$ cat config.mk
export PLATFORM = sky130hd
export DESIGN_NAME = rtc_multi
export DESIGN_NICKNAME = d
export VERILOG_FILES = /design/src/rtl/rtc_multi.sv
export SDC_FILE = /design/constraint.sdc
export NUM_CORES = 1
export LEC_CHECK = 0
export ABC_AREA = 1
export CORE_MARGIN = 3
export CORE_UTILIZATION = 57
export CTS_CLUSTER_DIAMETER = 200
export DETAILED_ROUTE_END_ITERATION = 10
export PLACE_DENSITY = 0.86
export SETUP_SLACK_MARGIN = 0.05
export SKIP_CTS_REPAIR_TIMING = 1
export SYNTH_ARGS = -nofsm -noshare
export SYNTH_HDL_FRONTEND = slang
export SYNTH_SLANG_ARGS = --single-unit
export TNS_END_PERCENT = 100
$ cat constraint.sdc
create_clock -name clk_i -period 3.84 [get_ports clk_i]
set_input_delay 0.576 -clock clk_i [delete_from_list [all_inputs] [get_ports clk_i]]
set_output_delay 0.576 -clock clk_i [all_outputs]
set_load 0.01 [all_outputs]
$ cat src/rtl/rtc_multi.sv
// Multi-channel timer: one shared prescaler tick drives CHANNELS independent
// IDLE/RUN/DONE counters, each with its own pending interrupt and sticky overrun.
module rtc_multi #(
  parameter int CHANNELS   = 4,
  parameter int CNT_SIZE   = 10,
  parameter int PRESC_SIZE = 8
) (
  input  logic                         clk_i,
  input  logic                         rst_n_i,
  input  logic [PRESC_SIZE-1:0]        presc_i,
  input  logic [CHANNELS-1:0]          en_i,
  input  logic [CHANNELS-1:0]          oneshot_i,
  input  logic [CHANNELS*CNT_SIZE-1:0] top_i,
  input  logic [CHANNELS-1:0]          int_ack_i,
  output logic [CHANNELS-1:0]          int_o,
  output logic [CHANNELS-1:0]          ovr_o,
  output logic [CHANNELS*CNT_SIZE-1:0] cnt_o
);

  localparam logic [1:0] ST_IDLE = 2'd0;
  localparam logic [1:0] ST_RUN  = 2'd1;
  localparam logic [1:0] ST_DONE = 2'd2;

  localparam logic [CNT_SIZE-1:0]   CNT_ONE   = {{(CNT_SIZE-1){1'b0}}, 1'b1};
  localparam logic [PRESC_SIZE-1:0] PRESC_ONE = {{(PRESC_SIZE-1){1'b0}}, 1'b1};

  // Reset asserts asynchronously but releases two clock edges later.
  logic [1:0] rst_sync_q, rst_sync_d;
  logic       rst_n;

  always_comb rst_sync_d = {rst_sync_q[0], 1'b1};

  always_ff @(posedge clk_i or negedge rst_n_i) begin
    if (!rst_n_i) rst_sync_q <= '0;
    else          rst_sync_q <= rst_sync_d;
  end

  assign rst_n = rst_sync_q[1];

  logic [PRESC_SIZE-1:0] presc_q, presc_d;
  logic                  tick;

  // Held at zero while every channel is disabled, so an enable always sees a full period.
  always_comb begin
    tick    = 1'b0;
    presc_d = '0;
    if (|en_i) begin
      if (presc_q == presc_i) tick = 1'b1;
      else                    presc_d = presc_q + PRESC_ONE;
    end
  end

  logic [CHANNELS-1:0][1:0]          state_q, state_d;
  logic [CHANNELS-1:0][CNT_SIZE-1:0] cnt_q, cnt_d;
  logic [CHANNELS-1:0][CNT_SIZE-1:0] top_w;
  logic [CHANNELS-1:0]               evt_q, evt_d;
  logic [CHANNELS-1:0]               int_q, int_d;
  logic [CHANNELS-1:0]               ovr_q, ovr_d;
  logic [CHANNELS-1:0]               ack_v;

  assign top_w = top_i;

  always_comb begin
    state_d = state_q;
    cnt_d   = cnt_q;
    evt_d   = '0;
    for (int k = 0; k < CHANNELS; k++) begin
      case (state_q[k])
        ST_RUN: begin
          if (!en_i[k]) begin
            state_d[k] = ST_IDLE;
            cnt_d[k]   = '0;
          end else if (tick) begin
            if (top_w[k] == '0) begin
              cnt_d[k] = '0;
            end else if (cnt_q[k] >= top_w[k] - CNT_ONE) begin
              cnt_d[k] = '0;
              evt_d[k] = 1'b1;
              if (oneshot_i[k]) state_d[k] = ST_DONE;
            end else begin
              cnt_d[k] = cnt_q[k] + CNT_ONE;
            end
          end
        end
        ST_DONE: begin
          cnt_d[k] = '0;
          if (!en_i[k]) state_d[k] = ST_IDLE;
        end
        default: begin
          cnt_d[k]   = '0;
          state_d[k] = en_i[k] ? ST_RUN : ST_IDLE;
        end
      endcase
    end
  end

  // A new event replaces an acknowledged one, so ack and event together leave int set, ovr clear.
  always_comb begin
    ack_v = int_ack_i & int_q;
    int_d = evt_q | (int_q & ~ack_v);
    ovr_d = (evt_q & int_q & ~ack_v) | (ovr_q & ~ack_v);
  end

  always_ff @(posedge clk_i or negedge rst_n) begin
    if (!rst_n) begin
      presc_q <= '0;
      state_q <= '{default: ST_IDLE};
      cnt_q   <= '0;
      evt_q   <= '0;
      int_q   <= '0;
      ovr_q   <= '0;
    end else begin
      presc_q <= presc_d;
      state_q <= state_d;
      cnt_q   <= cnt_d;
      evt_q   <= evt_d;
      int_q   <= int_d;
      ovr_q   <= ovr_d;
    end
  end

  assign int_o = int_q;
  assign ovr_o = ovr_q;
  assign cnt_o = cnt_q;

endmodule

**Yosys cells after proc, flatten, opt, wreduce, memory -nomap -nowiden**

Cells that the tools add are included.

- Reduce and logical (&&, ||, !) cells: 9
- Multiplexer cells: 76
- $lt $le $gt $ge: 4
- Equal/unequal tests: 29
- Bitwise logic cells: 8
- Add/sub/neg operators: 9

Operators with widths:

| cell | number |
|---|---|
| 10-bit two-way mux | 20 |
| 2-bit two-way mux | 24 |
| 3-bit != test, second input constant | 16 |
| 10-bit by 1-bit adder with 10-bit output, second input constant | 4 |
| 10-bit greater-or-equal comparator | 4 |
| 10-bit zero test | 4 |
| 10-bit by 1-bit subtractor with 10-bit output, second input constant | 4 |
| 1-bit two-way mux | 26 |
| 4-bit bitwise AND | 5 |
| 5-bit AND reduction | 4 |
| 8-bit two-way mux | 2 |
| 2-bit one-hot mux with 2 select lines | 4 |
| 8-bit by 1-bit adder with 8-bit output, second input constant | 1 |
| 2-bit by 1-bit equality test with 1-bit output, second input constant | 4 |
| 2-bit equality test, second input constant | 4 |
| 8-bit equality test | 1 |
| 2-bit != test, second input constant | 4 |
| 4-bit bitwise OR | 2 |
| 4-bit inverter | 1 |
| 4-bit OR reduction | 1 |

- Flip-flop bits (word level): 70
- Output and inout port bits: 48
- Word-level logic and storage cells: 148
- Input port bits: 62

**Longest topological paths before layout**

Gate-level depths: netlist of the first run.

- Depth after elaboration: 7
- Depth in mapped cells: 18
- Depth with buffers taken out: 18

**Worst setup path after synthesis of the first run**

No wires, ideal clock.

- Kind: input to register
- Start: in top_i[32]
- End: reg cnt_q, in the netlist cnt_o[30]
- Arrival time: 2.405 ns
- Required time: 3.763 ns
- Library setup time: 0.077 ns
- Stages: 12
- Path buffers: 0
- Setup slack: 1.357 ns
- Cell sequence: inv_1 > nand3_1 > nor3_1 > nand3_1 > xor2_1 > ha_1 > a21o_1 > nor2_1 > nand3_1 > nor3_2 > nand2_1 > a21oi_1

- Cells in the longest elaborated chain, start to end: 7
- Elaborated cells between the ends (all ways): 8
- Classes of those cells: add/sub: 1; order compare: 1; mux: 5; reduce/logical: 1

Ends and longest elaborated chain:

| item | RTL line | RTL |
|---|---|---|
| start, declared | 13 | `input logic [CHANNELS*CNT_SIZE-1:0] top_i,` |
| 10-bit by 1-bit subtractor with 10-bit output | 76 | `end else if (cnt_q[k] >= top_w[k] - CNT_ONE) begin` |
| 10-bit greater-or-equal comparator | 76 |  |
| 10-bit two-way mux | 76 |  |
| 10-bit two-way mux * | 74 | `if (top_w[k] == '0) begin` |
| 10-bit two-way mux * | 73 | `end else if (tick) begin` |
| 10-bit two-way mux * | 70 | `if (!en_i[k]) begin` |
| 10-bit two-way mux * | 68 | `case (state_q[k])` |
| end signal, assigned | 115 | `cnt_q <= cnt_d;` |
| end, declared | 54 | `logic [CHANNELS-1:0][CNT_SIZE-1:0] cnt_q, cnt_d;` |

Every way passes the cells marked *; elsewhere a longest branch is shown, timed or not. The select of a mux whose other input is x is not followed.
A chain may end at the register's enable or synchronous reset.

**Final worst setup path of the first run**

- Start: in top_i[32]
- End: reg cnt_q, in the netlist cnt_o[36]

Same word-level chain as after synthesis.

==> metrics.md, run 1 <==
| Metric | Value |
|---|---|
| Status | finished, final reports clean |
| Post-Syn Area | 5660 µm² |
| Global route hottest layer | met2 |
| Final worst setup slack | 847 ps |
| Global-route wire length before repair | 23400 µm |
| Slowest CP cell | clkdlybuf4s50_1 |
| Gr usage total | 0.247 |
| DRC viols | 0 |
| Unrepaired setup endpoints after global routing | no |
| TritonCTS Buffers | 9 |
| First DRT Iteration DRCs | 177 |
| Via-to-Cell Ratio | 5.17 |
| Final count of negative-setup-slack endpoints | 0 |
| Vias | 5466 |
| Design Power | 2.31 mW |
| PwrDens | 325 nW/µm² |
| CTS tree | built |
| Worst VDD drop | 295 µV |
| R2R Setup Slk | 1890 ps |
| Crit end category | flop |
| Ys async rst share | 1.00 |
| Synth area leaders | dfrtp_1 (31%), nand2_1 (15%), ha_1 (13%) |
| Syn_area_per_cell | 7.02 µm² |
| Synthesized instance count | 806 |
| DRT Pass-1 Iters | 5 |
| Prevailing post-synth register cell | dfrtp_1 |
| Placeable Area | 9460 µm² |
| Slew margin rel. | 0.414 |
| Setup TNS Final | 0 ps |
| Crit path buffers/inverters | 2 |
| GR Overflow Total | 0 |
| Leak Pwr | 3.63 nW |
| Clock Latency Late Sink | 340 ps |
| Root Driver | clkbuf_8 |
| FF+latch count, synth | 70 |
| Top-area cell type share of the netlist area | 0.310 |
| # port buffers | 109 |
| Tcrit/Tclk final | 0.779 |
| Clk_skew | 13.4 ps |
| Critical Path AT | 3250 ps |
| HPWL Detailed | 10700 µm |
| Data required time of the worst path | 4100 ps |
| Die Wd | 106 µm |
| CP peak stage delay | 430 ps |
| N_diodes | 0 |
| HP Start | rst_sync_q[0] |
| Reg clk slew, reported paths | 70 ps |
| Crit-path cells | clkdlybuf4s50_1 > inv_1 > nand3_1 > nor3_1 > nand3_1 > xor2_1 > ha_1 > a21o_1 > nor2_1 > nand3_1 > nor3_2 > nand2_1 > a21oi_1 |
| Max-Cap Viols | 0 |
| Cell accounting for the most synthesized area | dfrtp_1 |
| Row cnt | 35 |
| Crit path max-delay family | simple AND/OR/NAND/NOR gates |
| GR Util met2 | 0.452 |
| FF-to-FF End | cnt_o[0] |
| Wirelength per Cell | 12.5 µm |
| IO Pins | 110 |
| Hold Slack | 361 ps |
| GR Util met1 | 0.294 |
| Setup WS pre-CTS | 488 ps |
| # nets final | 1042 |
| Worst-case clock buffer depth | 2 |
| Most frequent cell on the critical path | nand3_1 |
| H-tree depth | 3 |
| Synth cell types | 38 |
| RR Startpoint | cnt_o[0] |
| Most instantiated cells after synthesis | nand2_1 (219), inv_1 (138), nor2_1 (88) |
| Initial antenna violation count | 0 |
| GPL Wtd Cong | 0.872 |
| Seq. cell area | 1750 µm² |
| Die H | 106 µm |
| Slew @ Worst Pin | 879 ps |
| Critical path class | primary input to flop |
| DRT antenna net count | 0 |
| HP Class | flop to flop |
| Worst hold path depth | 0 |
| Crit-path max FO | 6 |
| Syn. warnings | 0 |
| Minimum clock period | 2990 ps |
| Vias in the first global route | 5485 |
| Final Hold Violating Endpoints | 0 |
| Share of post-route cells with drive strength above 1 | 0.0485 |
| Initial core utilization | 0.598 |
| Post-synthesis sequential area ratio | 0.310 |
| Mapped Nets | 925 |
| Fill cells | 735 |
| Routed Wire Length | 13200 µm |
| Most common cell in the netlist | nand2_1 |
| Post-synth EDFFs | 0 |
| Met3 usage | 0.0527 |
| Die area | 11200 µm² |
| Largest net degree at the start of global routing | 42 |
| Area added between synthesis and finish | 25.5% |
| Post-route core utilization | 0.751 |
| Startpoint types | primary input |
| CTS sink cnt | 70 |
| Slew Limit Fails | 0 |
| Worst Reg-to-Reg Cells | 11 |
| Area occupied by multi-input gates | 3320 µm² |
| Worst Hold End | rst_sync_q[1] |
| Fmax achieved | 334 MHz |
flip-flops by register name (all words and copies together), names as in the netlist:
register and count:
cnt_o 40, presc_q 8, state_q 8, evt_q 4, int_o 4, ovr_o 4
rst_sync_q 2
power breakdown:
part | total [mW] | switching, mW | internal [mW]
Clock | 0.682 | 0.281 | 0.401
Sequential | 0.905 | 0.0906 | 0.815
Combinational | 0.724 | 0.422 | 0.302
Total | 2.31 | 0.794 | 1.52
layout by cell type (no fill, tap or decap), drive strengths merged:
master and instances:
ha 57, clkbuf 11, o21ai 17, nor3 16, nor3b 1, conb 1, o22ai 4, or2 1
clkdlybuf4s50 109, nand3 67, xnor2 13, xor2 28, clkinv 3, or4 1, nand2 226, nand3b 8
nor2 94, clkinvlp 1, a21oi 33, nand4 14, nor4 2, bufinv 2, buf 1, o21a 1
a31oi 1, dfrtp 70, a21o 1, o21bai 5, inv 140
cell type report:
type,count,area share
Multi-Input combinational cell,591,0.468
Clock inverter,5,0.0114
Inverter,141,0.0750
Sequential cell,70,0.247
Timing Repair Buffer,110,0.155
Tap cell,129,0.0227
Clock buffer,11,0.0213
per-stage QoR:
| step | cell area, µm² | instances |
|---|---|---|
| finish | 7100 | 1057 |
| global route | 7100 | 1057 |
| CTS | 7100 | 1057 |
| detailed placement | 6870 | 1041 |
| global placement | 6870 | 1041 |
| floorplan | 5660 | 806 |
routing by layer:
metal / share of wire / vias up
met3: 0.045 / 17
met4: 0.013 / 0
met1: 0.42 / 2532
met5: 0 / -
met2: 0.52 / 134
li1: - / 2783
worst max-delay path by stage:
stage                     cells after the start  slack, ps          to  startpoint
final                                        13        850   cnt_o[36]   top_i[32]
after global routing                         16        580  state_q[7]   top_i[32]
after CTS                                    13        850   cnt_o[36]   top_i[32]
after detailed placement                     13        490   cnt_o[36]   top_i[32]
after global placement                       13        710   cnt_o[30]   top_i[32]
after floorplan                              12       1360   cnt_o[30]   top_i[32]
cell families after synthesis:
kind of cell             count (synthesis)  synth area share
AND/OR/NAND/NOR                        430             0.337
buffers and inverters                  145             0.103
flip-flops                              70             0.310
AO/OA/AOI/OAI                           62            0.0604
adder cells (fa/ha/maj)                 57             0.126
XOR/XNOR                                41            0.0635
other                                    1          0.000663
Power figures use the tool's default switching activity.
==> inputs of run 2 (changes only) <==
Settings changed: CORE_UTILIZATION 57 to 48, PLACE_DENSITY 0.86 to 0.77.
Clock period 3.84 ns to 2.6 ns, I/O delays scaled along.
==> run 2 against run 1 <==
Global-route usage fell by 4.1 points. Largest power group unchanged. Clock skew decreased by 4.7 ps. Non-clock buffer count grew 43. Sequential cell count is the same. Sequential share of layout area down 2.1 points. Final cell count is 5.4% higher. Via count increased by 1.4%. Routed wire length up 4.1%.
==> metrics.md, run 2 (synthesized netlist as in run 1, its figures left out) <==
| Metric | Value |
|---|---|
| Initial core utilization | 0.493 (-0.105) |
| Startpoint types | primary input |
| Clock Latency Late Sink | 330 ps (about the same) |
| Critical Path Stages | 15 (+2) |
| Slowest CP cell | clkdlybuf4s50_1 |
| Crit path max-delay family | simple AND/OR/NAND/NOR gates |
| N_diodes | 0 (unchanged) |
| Post-route core utilization | 0.678 (-0.0727) |
| Worst VDD drop | 286 µV (-3.0%) |
| Area added between synthesis and finish | 37.5% |
| Worst Reg-to-Reg Cells | 11 (unchanged) |
| Pint | 2.38 mW (+57%) |
| Sw Pwr | 1.24 mW (+56%) |
| Via-to-Cell Ratio | 4.98 (-3.7%) |
| Crit-path max FO | 6 (unchanged) |
| Vias in the first global route | 5254 (-4.2%) |
| Max-Cap Viols | 0 (unchanged) |
| Unrepaired setup endpoints after global routing | yes |
| Slew @ Worst Pin | 518 ps (-361 ps) |
| Die area | 13100 µm² (+18%) |
| H-tree depth | 3 (unchanged) |
| Leak Pwr | 3.98 nW (+9.6%) |
| GPL Wtd Cong | 0.865 (-0.89%) |
| Reg clk slew, reported paths | 50 ps (-20 ps) |
| Commonest cells after routing, fill and taps aside | nand2_1 (205), inv_1 (128), clkdlybuf4s50_1 (100) |
| HP Class | flop to async pin |
| Sw frac | 0.342 (-0.00115) |
| Minimum clock period | 2440 ps |
| DRT antenna net count | 0 (unchanged) |
| Setup WS pre-CTS | -346 ps (-833 ps) |
| Final worst setup slack | 160 ps (-686 ps) |
| Number of flip-flops in the largest register | 40 (unchanged) |
| CP peak stage delay | 440 ps (about the same) |
| CTS sink cnt | 70 (unchanged) |
| Gr usage total | 0.206 (-0.0411) |
| Slew Limit Fails | 0 (unchanged) |
| Critical Path AT | 2650 ps (-600 ps) |
| Sequential Power Share | 0.365 (-0.027) |
| PwrDens | 465 nW/µm² (+43%) |
| Tcrit/Tclk final | 0.938 |
| Final Hold Violating Endpoints | 0 (unchanged) |
| Global-route wire length before repair | 22400 µm (-4.3%) |
| DRC viols | 0 (unchanged) |
| # port buffers | 109 (unchanged) |
| Crit path buffers/inverters | 3 (+1) |
| Root Driver | clkbuf_16 |
| Slew margin rel. | 0.652 (+0.238) |
| Data required time of the worst path | 2810 ps (-1290 ps) |
| Placeable Area | 11500 µm² (+21%) |
| Crit end category | flop |
| Fmax achieved | 410 MHz |
| Setup TNS Final | 0 ps (unchanged) |
| GR Overflow Total | 0 (unchanged) |
| Final count of negative-setup-slack endpoints | 0 (unchanged) |
| Fill cells | 979 (+33%) |
| IO Pins | 110 (unchanged) |
| Status | finished, final reports clean |
| HPWL Detailed | 10300 µm (-3.3%) |
| Critical path class | primary input to flop |
| Routed Wire Length | 13800 µm (+4.1%) |
| Die H | 115 µm (+8.5%) |
| Die Wd | 115 µm (+8.5%) |
| Power share of the combinational group | 0.326 (+0.013) |
| # nets final | 1085 (+4.1%) |
| DRT Pass-1 Iters | 4 (-1) |
| Vias | 5545 (+1.4%) |
| Row cnt | 39 (+11%) |
| Clock power share | 0.309 (+0.014) |
| CTS tree | built |
| Commonest non-fill, non-tap cell in the layout | nand2_1 |
| Clk_skew | 8.72 ps (-4.72 ps) |
| Initial antenna violation count | 0 (unchanged) |
| Share of post-route cells with drive strength above 1 | 0.152 (+0.104) |
| First DRT Iteration DRCs | 273 (+54%) |
| Largest net degree at the start of global routing | 62 (+48%) |
| TritonCTS Buffers | 9 (unchanged) |
| Crit-path cells | clkdlybuf4s50_1 > inv_2 > nand3_2 > nor3_4 > nand3_1 > xor2_1 > ha_1 > nand2_1 > nor2_2 > nand3_1 > nand3_2 > nor2_2 > buf_6 > nor2_4 > nor2_1 |
| Worst-case clock buffer depth | 2 (unchanged) |
| Wirelength per Cell | 12.4 µm (-1.2%) |
## run 2: changes by cell type in the layout (fill, tap and decap cells not counted), moves of 8 or more
cell	previous run	this run
inv_2	1	11
clkdlybuf4s50_1	109	100
nor2_1	88	73
inv_1	138	128
nand2_1	219	205
clkbuf_8	11	1
clkbuf_16	0	9
dlymetal6s2s_1	0	9
nand2_2	2	16
nand3_2	6	14
buf_4	1	40
nor2_2	4	15
nand3_1	61	52
## run 2: per-stage QoR
step                      cell area, µm²  power [mW]  hold slack [ps]  cells
after floorplan                     5660        2.12             94.4    806
after global placement              7200        2.43              108   1095
after detailed placement            7200        2.46              107   1095
after CTS                           7470        3.58              111   1111
after global routing                7780        3.88              126   1114
final                               7780        3.62              108   1114
## run 2: layer usage
| layer | up-vias | track usage | wire length, µm |
|---|---|---|---|
| met1 | 2550 | 0.265 | 6180 |
| met5 | - | 0 | 0 |
| met4 | 0 | 0.0673 | 267 |
| met2 | 100 | 0.358 | 6920 |
| li1 | 2871 | - | - |
| met3 | 24 | 0.0264 | 422 |
## run 2: layout make-up
cell class | count | area (µm²) | share of cell area
Sequential cell | 70 | 1750 | 0.225
Clock buffer | 12 | 246 | 0.0317
Multi-Input combinational cell | 591 | 3580 | 0.460
Timing Repair Buffer | 153 | 1470 | 0.189
Clock inverter | 4 | 22.5 | 0.00290
Tap cell | 143 | 179 | 0.0230
Inverter | 141 | 533 | 0.0685
## run 2: worst paths after layout
kind,start,end,slack (ps)
max in group asynchronous,rst_sync_q[1],cnt_o[4],1930
hold / removal,rst_sync_q[1],presc_q[0],110
min in group clk_i,rst_sync_q[0],rst_sync_q[1],350
setup / recovery,top_i[2],cnt_o[3],160
hold reg to reg,rst_sync_q[1],presc_q[0],110
setup reg to reg,cnt_o[35],cnt_o[39],770
## run 2: power by group through the flow
stage                     registers [mW]  logic, mW  clock network, mW
after CTS                           1.32       1.12               1.14
after global placement              1.34       1.09                  0
after detailed placement            1.34       1.11                  0
final                               1.32       1.18               1.12
after global routing                1.34       1.35               1.19
after floorplan                     1.34      0.782                  0
